<file path="src/rtl/data_ram_responder_pkg.sv">
// Shared definitions for the data RAM responder.
// Holds the 2-bit FSM state encoding, the RAM geometry and a small
// address-range helper used by the processor write path.
package data_ram_responder_pkg;

    localparam int RAM_DEPTH = 256;
    localparam int ADDR_W    = 8;

    typedef enum logic [1:0] {
        ST_LOAD = 2'd0,
        ST_RUN  = 2'd1,
        ST_DUMP = 2'd2,
        ST_DONE = 2'd3
    } state_t;

    // A processor address is usable only when its upper byte is zero.
    function automatic logic addr_in_range(input logic [15:0] addr);
        return (addr[15:8] == 8'h00);
    endfunction

endpackage

</file>
<file path="src/rtl/data_ram_responder_ram_256x8.sv">
// ram_256x8: single-port synchronous 256x8 RAM, write-first.
// Ports:
//   clk   - clock, rising edge
//   rst   - synchronous active-high reset of the read register only
//           (memory contents are never cleared)
//   addr  - byte address
//   we    - write enable
//   wdata - write data
//   rdata - registered read data; returns wdata on a write cycle
module ram_256x8
    import data_ram_responder_pkg::*;
(
    input  logic              clk,
    input  logic              rst,
    input  logic [ADDR_W-1:0] addr,
    input  logic              we,
    input  logic [7:0]        wdata,
    output logic [7:0]        rdata
);

    logic [7:0] mem_r [RAM_DEPTH];
    logic [7:0] rdata_r;

    // Memory array write port.
    always_ff @(posedge clk) begin
        if (we) begin
            mem_r[addr] <= wdata;
        end
    end

    // Read register: new data wins on a same-address write.
    always_ff @(posedge clk) begin
        if (rst) begin
            rdata_r <= 8'h00;
        end else if (we) begin
            rdata_r <= wdata;
        end else begin
            rdata_r <= mem_r[addr];
        end
    end

    assign rdata = rdata_r;

endmodule

</file>
<file path="src/rtl/data_ram_responder.sv">
// data_ram_responder: data RAM for a small processor with a host load
// stream before the program runs and a dump stream after it halts.
// Ports:
//   MAIN_CLOCK, RESET              - clock and synchronous active-high reset
//   CPU_CLOCK                      - processor tick level (rising edge detected here)
//   CPU_ADDRESS/DATA/WRITE_EN      - processor data port
//   PROCESS_FINISHED               - processor halted
//   DATA_FROM_RAM                  - registered read data to the processor
//   HOST_VALID/DATA/LAST, HOST_READY - load stream
//   OUT_VALID/OUT_DATA, OUT_READY  - dump stream
//   CPU_START, DUMP_DONE, ADDR_ERROR - status
// The single RAM port is shared: LOAD writes use load_ptr, DUMP reads use
// the dump pointer, otherwise the port follows CPU_ADDRESS. DATA_FROM_RAM
// and OUT_DATA are both the RAM read register.
module data_ram_responder
    import data_ram_responder_pkg::*;
#(
    parameter int         DEPTH     = RAM_DEPTH,
    parameter logic [7:0] DUMP_BASE = 8'h00,
    parameter logic [8:0] DUMP_LEN  = 9'd16
) (
    input  logic        MAIN_CLOCK,
    input  logic        RESET,
    input  logic        CPU_CLOCK,
    input  logic [15:0] CPU_ADDRESS,
    input  logic [7:0]  CPU_DATA,
    input  logic        CPU_WRITE_EN,
    input  logic        PROCESS_FINISHED,
    output logic [7:0]  DATA_FROM_RAM,
    input  logic        HOST_VALID,
    input  logic [7:0]  HOST_DATA,
    input  logic        HOST_LAST,
    output logic        HOST_READY,
    output logic        OUT_VALID,
    output logic [7:0]  OUT_DATA,
    input  logic        OUT_READY,
    output logic        CPU_START,
    output logic        DUMP_DONE,
    output logic        ADDR_ERROR
);

    localparam logic [ADDR_W-1:0] LAST_ADDR = ADDR_W'(DEPTH - 1);

    state_t            state_r;
    logic [ADDR_W-1:0] load_ptr_r;
    logic [ADDR_W-1:0] rd_addr_r;
    logic [8:0]        dump_cnt_r;
    logic              cpu_clock_prev_r;
    logic              host_ready_r;
    logic              cpu_start_r;
    logic              out_valid_r;
    logic              dump_done_r;
    logic              addr_error_r;

    logic              cpu_tick_s;
    logic              host_fire_s;
    logic              out_fire_s;
    logic              cpu_we_s;
    logic [ADDR_W-1:0] ram_addr_s;
    logic              ram_we_s;
    logic [7:0]        ram_wdata_s;
    logic [7:0]        ram_rdata_s;

    assign cpu_tick_s  = CPU_CLOCK & ~cpu_clock_prev_r;
    assign host_fire_s = (state_r == ST_LOAD) & HOST_VALID;
    assign out_fire_s  = (state_r == ST_DUMP) & out_valid_r & OUT_READY;
    assign cpu_we_s    = (state_r == ST_RUN) & cpu_tick_s & CPU_WRITE_EN
                         & addr_in_range(CPU_ADDRESS);

    // RAM port steering. On a dump handshake the next byte is fetched so
    // it appears with no bubble; while stalled the same address is re-read
    // so OUT_DATA holds.
    always_comb begin
        ram_addr_s  = CPU_ADDRESS[ADDR_W-1:0];
        ram_we_s    = 1'b0;
        ram_wdata_s = CPU_DATA;
        case (state_r)
            ST_LOAD: begin
                if (host_fire_s) begin
                    ram_addr_s  = load_ptr_r;
                    ram_we_s    = ~RESET;
                    ram_wdata_s = HOST_DATA;
                end else begin
                    ram_we_s = 1'b0;
                end
            end
            ST_RUN: begin
                ram_we_s = cpu_we_s & ~RESET;
            end
            ST_DUMP: begin
                ram_addr_s = out_fire_s ? (rd_addr_r + 8'd1) : rd_addr_r;
            end
            ST_DONE: begin
                ram_we_s = 1'b0;
            end
            default: begin
                ram_we_s = 1'b0;
            end
        endcase
    end

    ram_256x8 u_ram (
        .clk   (MAIN_CLOCK),
        .rst   (RESET),
        .addr  (ram_addr_s),
        .we    (ram_we_s),
        .wdata (ram_wdata_s),
        .rdata (ram_rdata_s)
    );

    // Main FSM with its counters and registered status outputs.
    always_ff @(posedge MAIN_CLOCK) begin
        if (RESET) begin
            state_r          <= ST_LOAD;
            load_ptr_r       <= 8'h00;
            rd_addr_r        <= 8'h00;
            dump_cnt_r       <= 9'd0;
            cpu_clock_prev_r <= 1'b0;
            host_ready_r     <= 1'b1;
            cpu_start_r      <= 1'b0;
            out_valid_r      <= 1'b0;
            dump_done_r      <= 1'b0;
            addr_error_r     <= 1'b0;
        end else begin
            cpu_clock_prev_r <= CPU_CLOCK;
            case (state_r)
                ST_LOAD: begin
                    if (host_fire_s) begin
                        load_ptr_r <= load_ptr_r + 8'd1;
                        if (HOST_LAST || (load_ptr_r == LAST_ADDR)) begin
                            state_r      <= ST_RUN;
                            host_ready_r <= 1'b0;
                            cpu_start_r  <= 1'b1;
                        end
                    end
                end
                ST_RUN: begin
                    if (cpu_tick_s && !addr_in_range(CPU_ADDRESS)) begin
                        addr_error_r <= 1'b1;
                    end
                    if (PROCESS_FINISHED) begin
                        cpu_start_r <= 1'b0;
                        rd_addr_r   <= DUMP_BASE;
                        dump_cnt_r  <= 9'd0;
                        if (DUMP_LEN == 9'd0) begin
                            state_r     <= ST_DONE;
                            dump_done_r <= 1'b1;
                        end else begin
                            state_r <= ST_DUMP;
                        end
                    end
                end
                ST_DUMP: begin
                    // First DUMP cycle only primes the RAM read.
                    if (!out_valid_r) begin
                        out_valid_r <= 1'b1;
                    end else if (OUT_READY) begin
                        rd_addr_r  <= rd_addr_r + 8'd1;
                        dump_cnt_r <= dump_cnt_r + 9'd1;
                        if (dump_cnt_r == (DUMP_LEN - 9'd1)) begin
                            state_r     <= ST_DONE;
                            out_valid_r <= 1'b0;
                            dump_done_r <= 1'b1;
                        end
                    end
                end
                ST_DONE: begin
                    state_r <= ST_DONE;
                end
                default: begin
                    state_r <= ST_LOAD;
                end
            endcase
        end
    end

    assign DATA_FROM_RAM = ram_rdata_s;
    assign OUT_DATA      = ram_rdata_s;
    assign HOST_READY    = host_ready_r;
    assign OUT_VALID     = out_valid_r;
    assign CPU_START     = cpu_start_r;
    assign DUMP_DONE     = dump_done_r;
    assign ADDR_ERROR    = addr_error_r;

endmodule
</file>
<file path="config.mk">
export PLATFORM = sky130hd
export DESIGN_NAME = data_ram_responder
export DESIGN_NICKNAME = d
export VERILOG_FILES = /design/src/rtl/data_ram_responder_pkg.sv /design/src/rtl/data_ram_responder_ram_256x8.sv /design/src/rtl/data_ram_responder.sv
export SDC_FILE = /design/constraint.sdc
export NUM_CORES = 2
export LEC_CHECK = 0
export BUFFER_PORTS_ARGS = -buffer_cell sky130_fd_sc_hd__buf_4
export CAP_MARGIN = 20
export CELL_PAD_IN_SITES_DETAIL_PLACEMENT = 2
export CELL_PAD_IN_SITES_GLOBAL_PLACEMENT = 2
export CORE_AREA = 4 4 411 413
export DETAILED_ROUTE_END_ITERATION = 8
export DIE_AREA = 0 0 415 417
export PLACE_DENSITY_LB_ADDON = 0.1
export SYNTH_ARGS = -nofsm -noshare
export SYNTH_HDL_FRONTEND = slang
export SYNTH_HIERARCHICAL = 1
export SYNTH_SLANG_ARGS = --single-unit
</file>
<file path="constraint.sdc">
create_clock -name MAIN_CLOCK -period 4.5 [get_ports MAIN_CLOCK]
set_input_delay 0.45 -clock MAIN_CLOCK [delete_from_list [all_inputs] [get_ports MAIN_CLOCK]]
set_output_delay 0.45 -clock MAIN_CLOCK [all_outputs]
set_load 0.02 [all_outputs]
</file>
---- Word level (Yosys, flattened, before mapping) ----
Memories as Yosys holds them, arrays and structs flattened. A register that Yosys moved wholly into a read port is not among the register bits.
Cells that the tools add are included.
cells by class
  add/subtract/negate cells ............... 3
  multiply operators ...................... 0
  divide/modulo/power cells ............... 0
  order comparisons ....................... 0
  equality and inequality tests ........... 11
  shifts and indexed selects .............. 0
  muxes and demuxes ....................... 31
  bitwise logic cells ..................... 10
  reductions and logical operators ........ 14
operators by type and width
  operator                                                                 count
  8-bit two-way mux                                                        7
  8-bit one-hot mux with 2 select lines                                    2
  9-bit two-way mux                                                        3
  9-bit one-hot mux with 2 select lines                                    1
  8-bit by 1-bit adder with 8-bit output, second input constant            2
  2-bit two-way mux                                                        6
  4-bit AND reduction                                                      3
  9-bit by 1-bit adder with 9-bit output, second input constant            1
  9-bit by 4-bit equality test with 1-bit output, second input constant    1
  1-bit two-way mux                                                        9
  1-bit bitwise AND                                                        8
  8-bit equality test, second input constant                               1
  8-bit zero test                                                          1
  2-bit inequality test, second input constant                             4
  2-bit one-hot mux with 4 select lines                                    1
  6-bit AND reduction                                                      1
  2-bit equality test, second input constant                               2
  2-bit by 1-bit inequality test with 1-bit output, second input constant  2
  1-bit one-hot mux with 2 select lines                                    2
  2-bit AND reduction                                                      2
  2-bit nonzero test                                                       2
  3-bit AND reduction                                                      1
  2-bit by 1-bit equality test with 1-bit output, second input constant    1
  2-bit zero test                                                          1
  4 further kinds                                                          5
storage, ports and cells
  flip-flop bits (word level) ............. 33
  bits in latches ......................... 0
  RAM bits ................................ 2048
  bits in read-only memories .............. 0
  input port bits ......................... 40
  word-level logic and storage cells ...... 80
  memories ................................ 1
memories
  name         depth  width  rd ports  clocked after Yosys merged registers in  write ports  line                                source
  u_ram.mem_r  256    8      1         1                                        1            data_ram_responder_ram_256x8.sv:21  logic [7:0] mem_r [RAM_DEPTH];

---- Logic depth before layout (Yosys ltp) ----
  depth in word-level cells ............... 9
  mapped depth ............................ 18
  gate-level depth less buffers ........... 12

---- Cells and area by module ----
The synthesis kept the hierarchy.
modules (own cells, without submodules)
  module              times used  cells an instance  area an instance (µm²)  sequential area each (µm²)
  ram_256x8           1           3791               80252.0                 61659.1
  data_ram_responder  1           246                1993.2                  660.6

---- Least setup slack after synthesis ----
Ideal clock, no wire load.
  path type ............................... reg2reg
  from .................................... reg out_valid_r (netlist: OUT_VALID)
  to ...................................... mem u_ram.mem_r[149][0], enable pin
  arrival ................................. 3474 ps
  setup slack ............................. 642 ps
  cell stages (with the launch flop) ...... 14
  path buffers ............................ 8
  clock period less this slack ............ 3858 ps
  cell sequence ........................... dfxtp_1 -> nand2_1 -> xor2_1 -> a221oi_1 -> buf_6 -> buf_8 -> buf_8 -> buf_6 -> buf_6 -> buf_4 -> buf_4 -> nand2_1 -> clkbuf_1 -> nor3_1
between the ends
  word-level cells in the longest chain between the ends .. 4
RTL lines
  item                                   line                                source
  from (decl)                            data_ram_responder.sv:51            logic out_valid_r;
  from (signal assigned)                 data_ram_responder.sv:121           out_valid_r <= 1'b0;
  from (signal assigned)                 data_ram_responder.sv:156           out_valid_r <= 1'b1;
  from (signal assigned)                 data_ram_responder.sv:162           out_valid_r <= 1'b0;
  1-bit bitwise AND (2 in a row)         data_ram_responder.sv:66            assign out_fire_s = (state_r == ST_DUMP) & out_valid_r & OUT_READY;
  8-bit two-way mux                      data_ram_responder.sv:91            ram_addr_s = out_fire_s ? (rd_addr_r + 8'd1) : rd_addr_r;
  8-bit one-hot mux with 2 select lines  data_ram_responder.sv:77            case (state_r)
  named net ram_addr_s[0]                data_ram_responder.sv:59            logic [ADDR_W-1:0] ram_addr_s;
  to (decl)                              data_ram_responder_ram_256x8.sv:21
The timed path passes the listed nets, and every way through them passes these cells.

---- Worst setup path after layout ----
  from .................................... reg state_r[0]
  to ...................................... reg u_ram.rdata_r[5] (netlist: u_ram/rdata[5]) (read register of u_ram.mem_r)
between the ends
  word-level cells in the longest chain between the ends .. 5
  elaborated cells on any way between the ends .. 8
RTL lines
  item                                       line                                                source
  from (decl)                                data_ram_responder.sv:44                            state_t state_r;
  from (signal assigned)                     data_ram_responder.sv:114                           state_r <= ST_LOAD;
  from (signal assigned)                     data_ram_responder.sv:131                           state_r <= ST_RUN;
  from (signal assigned)                     data_ram_responder.sv:146                           state_r <= ST_DONE;
  2-bit equality test                        data_ram_responder.sv:66, data_ram_responder.sv:77
  1-bit bitwise AND (2 in a row)             data_ram_responder.sv:66
  8-bit two-way mux                          data_ram_responder.sv:91
  8-bit one-hot mux with 2 select lines (*)  data_ram_responder.sv:77
  named net ram_addr_s[3]                    data_ram_responder.sv:59
  to (decl)                                  data_ram_responder_ram_256x8.sv:22                  logic [7:0] rdata_r;
Mark *: on every way through the listed nets, which the timed path passes. The rest lies on a longest branch.
A chain may end at the register's enable or synchronous reset.

==> metrics.yaml <==
crit_required_ns: 5.24
netlist_area_sq_um: 82200
avgSynthCellArea_sq_um: 20.4
crit_path_start_kind: "register"
fin_setup_tns_ns: 0
synth_cell_type_count: 71
cp_max_fo: 18
arrival_ns: 5.14
synth_xor_area_share_pct: 0.170
fill_cells: 13400
synth_nets: 4080
yosys_most_used_dff: "edfxtp_1"
p_seq_share_pct: 49.5
overflow: 0
final_cell_count_no_fill: 6958
synth-compound-area-share_pct: 2.52
drive_gt1_share_pct: 29.8
synth_seq_cells: 2089
drv_slew: 0
worstPathBufferInverterCount: 4
leakagePower_nw: 31.1
place_area_sq_um: 88800
synthMuxAreaShare_pct: 16.0
swShare_pct: 25.3
synth_top_family_by_area: "multiplexers"
dr.first_iter.drc_count: 7118
firstDrtPassIters: 6
clk_pin_slew_ns: 0.07
p_comb_share_pct: 10.6
max_freq_ghz: 0.227
slew_headroom_pct: 19.0
routed_wl_um: 300000
grt_first_pass_wirelength_um: 424000
die_area_sq_um: 173000
chipHeight_um: 417
irDropWorstVdd_mv: 0.598
floorplan.die.width_um: 415
synthAdderAreaFrac_pct: 0.0456
gp_congestion: 0.814
grt_max_degree: 145
hold_viol_final: 0
end_kind: "register"
utilization_pct: 57.9
cpPeakStageDelay_ns: 0.55
cpMaxStageDelayCell: "a32oi_1"
clock_latency_ns: 0.88
synthSimpleGateAreaFrac_pct: 3.52
grt_pass1_vias: 50300
io_buffers: 60
synth_top_area_share_pct: 74.8
holdWs_ns: 0.0898
vias: 47400
clock_path_buffers: 3
dp.cells: 6565
cts_tree: "yes"
antenna_found_initial: 9
synth-edff-count: 2048
critical_path.top_delay_family: "compound AO/OA/AOI/OAI gates"
worst_slew_pin_slew_ns: 1.22
seq_area_frac_synth_pct: 75.8
worstSetupPathType: "register to register"
async_flop_share_pct: 0
syn_to_final_growth_pct: 16.1
cts_sinks: 2089
htreeDepth: 4
cts-root-buf: "clkbuf_16"
wl_per_cell_um: 43.1
switching_power_mw: 11.1
start_util_pct: 49.9
yosys_warnings: 6
nets: 4640
fin_crit_ns: 4.40
period_share_pct: 97.8
rsz0062_at_grt: "false"
dp_hpwl_um: 179000
io_pins: 61
core_sq_um: 165000
post-route-drc-count: 0
synth_top_cell_by_area: "edfxtp_1"
syn-instance-count: 4037
drt-vias-per-instance: 6.81
skew_ns: 0.0439
final_antenna_net_count: 0
cts_buffers: 210
powerDensity_nw_per_um2: 458
grtUsageTotal_pct: 34.8
synthTopCellsByArea: "edfxtp_1 75%, mux4_2 13%, mux2i_1 2.6%"
rows: 149
status: "finished clean"
finalSetupViolations: 0
clockPowerShare_pct: 39.9
fin_area_sq_um: 95400
maxCapViolCount: 0
path_cells: "nand2b_1 > buf_4 > o22a_1 > o22ai_1 > a21oi_4 > buf_12 > buf_12 > buf_4 > mux4_2 > nand2_1 > a32oi_1 > nand3_1 > a31oi_1 > nand3_1 > a221oi_2"
internal-power_mw: 32.6
holdCritPathClass: "primary input to register"
## per-stage QoR
step	setup slack (ns)	total power, mW
2_1_floorplan	0.642	24.6
5_1_grt	0.0527	44.9
4_1_cts	0.00803	43.9
3_3_place_gp	-0.170	26.3
3_5_place_dp	-0.236	26.5
6_report	0.0986	43.7
## state kept, by name, indices dropped and copies added (netlist names)
| name | flops |
|---|---|
| dump_cnt_r | 9 |
| ADDR_ERROR | 1 |
| OUT_VALID | 1 |
| cpu_clock_prev_r | 1 |
| rd_addr_r | 8 |
| state_r | 2 |
| HOST_READY | 1 |
| CPU_START | 1 |
| u_ram/mem_r | 2048 |
| DUMP_DONE | 1 |
| load_ptr_r | 8 |
| u_ram/rdata | 8 |
## Yosys cell counts (38+ instances only)
cell type and number:
nor3_1 65, nand3_1 46, a21oi_1 60, mux4_2 484
a32oi_1 43, edfxtp_1 2048, mux2i_1 211, buf_2 55
nor2_1 252, dfxtp_1 41, clkbuf_1 111, buf_4 38
nand2_1 198
## cells by family (layout without fill, tap and decap cells)
family / Yosys count / after routing
flip-flops: 2089 / 2089
XOR/XNOR: 16 / 16
other: 0 / 4
AND/OR/NAND/NOR: 657 / 657
AO/OA/AOI/OAI: 287 / 287
buffers and inverters: 276 / 1004
multiplexers: 709 / 709
adder cells (fa/ha/maj): 3 / 3
## layout make-up
cell class | instances | area, sq um | share of cell area [%]
Antenna cell | 4 | 10.0 | 0.0105
Clock buffer | 269 | 5560 | 5.83
Clock inverter | 111 | 893 | 0.936
Inverter | 14 | 62.6 | 0.0655
Multi-Input combinational cell | 1672 | 18600 | 19.5
Sequential cell | 2089 | 62300 | 65.3
Tap cell | 2189 | 2740 | 2.87
Timing Repair Buffer | 610 | 5220 | 5.46
## worst paths after layout
path              depth (start not counted)  startpoint  slack, ns             end
setup / recovery                         15  state_r[0]        0.1  u_ram/rdata[5]
hold / removal                            2       RESET       0.09   load_ptr_r[2]
setup reg to reg                         15  state_r[0]        0.1  u_ram/rdata[5]
hold reg to reg                           2   CPU_START       0.45       CPU_START
## layer usage
metal	global-route usage [%]	vias to the layer above	share of wire, %
met2	57.3	3130	49
met4	15.9	4	5.3
li1	-	17800	-
met5	0	-	0.011
met1	45.7	25700	37
met3	6.29	780	8.7
## timing repair
action                                  CTS  global route
setup buffers                             0             3
gates resized for setup                   5             9
pin swaps                                 0             1
hold endpoints to repair                  3             0
endpoints found under the setup margin    3            56
hold buffers                              5             0
## power groups by stage
stage / logic, mW / clock network, mW / registers, mW
finish: 4.64 / 17.4 / 21.6
global route: 4.77 / 18.5 / 21.6
CTS: 4.59 / 17.7 / 21.6
detailed placement: 4.47 / 0 / 22.1
global placement: 4.25 / 0 / 22.0
floorplan: 2.52 / 0 / 22.1
## cells in the final DEF (no fill, tap or decap), types with 15 or more instances in the layout
| master | count |
|---|---|
| a221oi_1 | 19 |
| buf_12 | 48 |
| nand4_1 | 15 |
| mux4_2 | 484 |
| clkbuf_16 | 214 |
| a22oi_1 | 35 |
| a21oi_1 | 54 |
| a32oi_1 | 43 |
| nor2_1 | 250 |
| o22ai_1 | 32 |
| clkbuf_1 | 55 |
| nor3_1 | 63 |
| mux2i_1 | 210 |
| clkinv_1 | 47 |
| buf_4 | 555 |
| nand3_1 | 45 |
| edfxtp_1 | 2048 |
| dfxtp_1 | 41 |
| clkinv_2 | 33 |
| o21ai_0 | 20 |
| nand2_1 | 196 |
(Power assumes the default switching activity.)
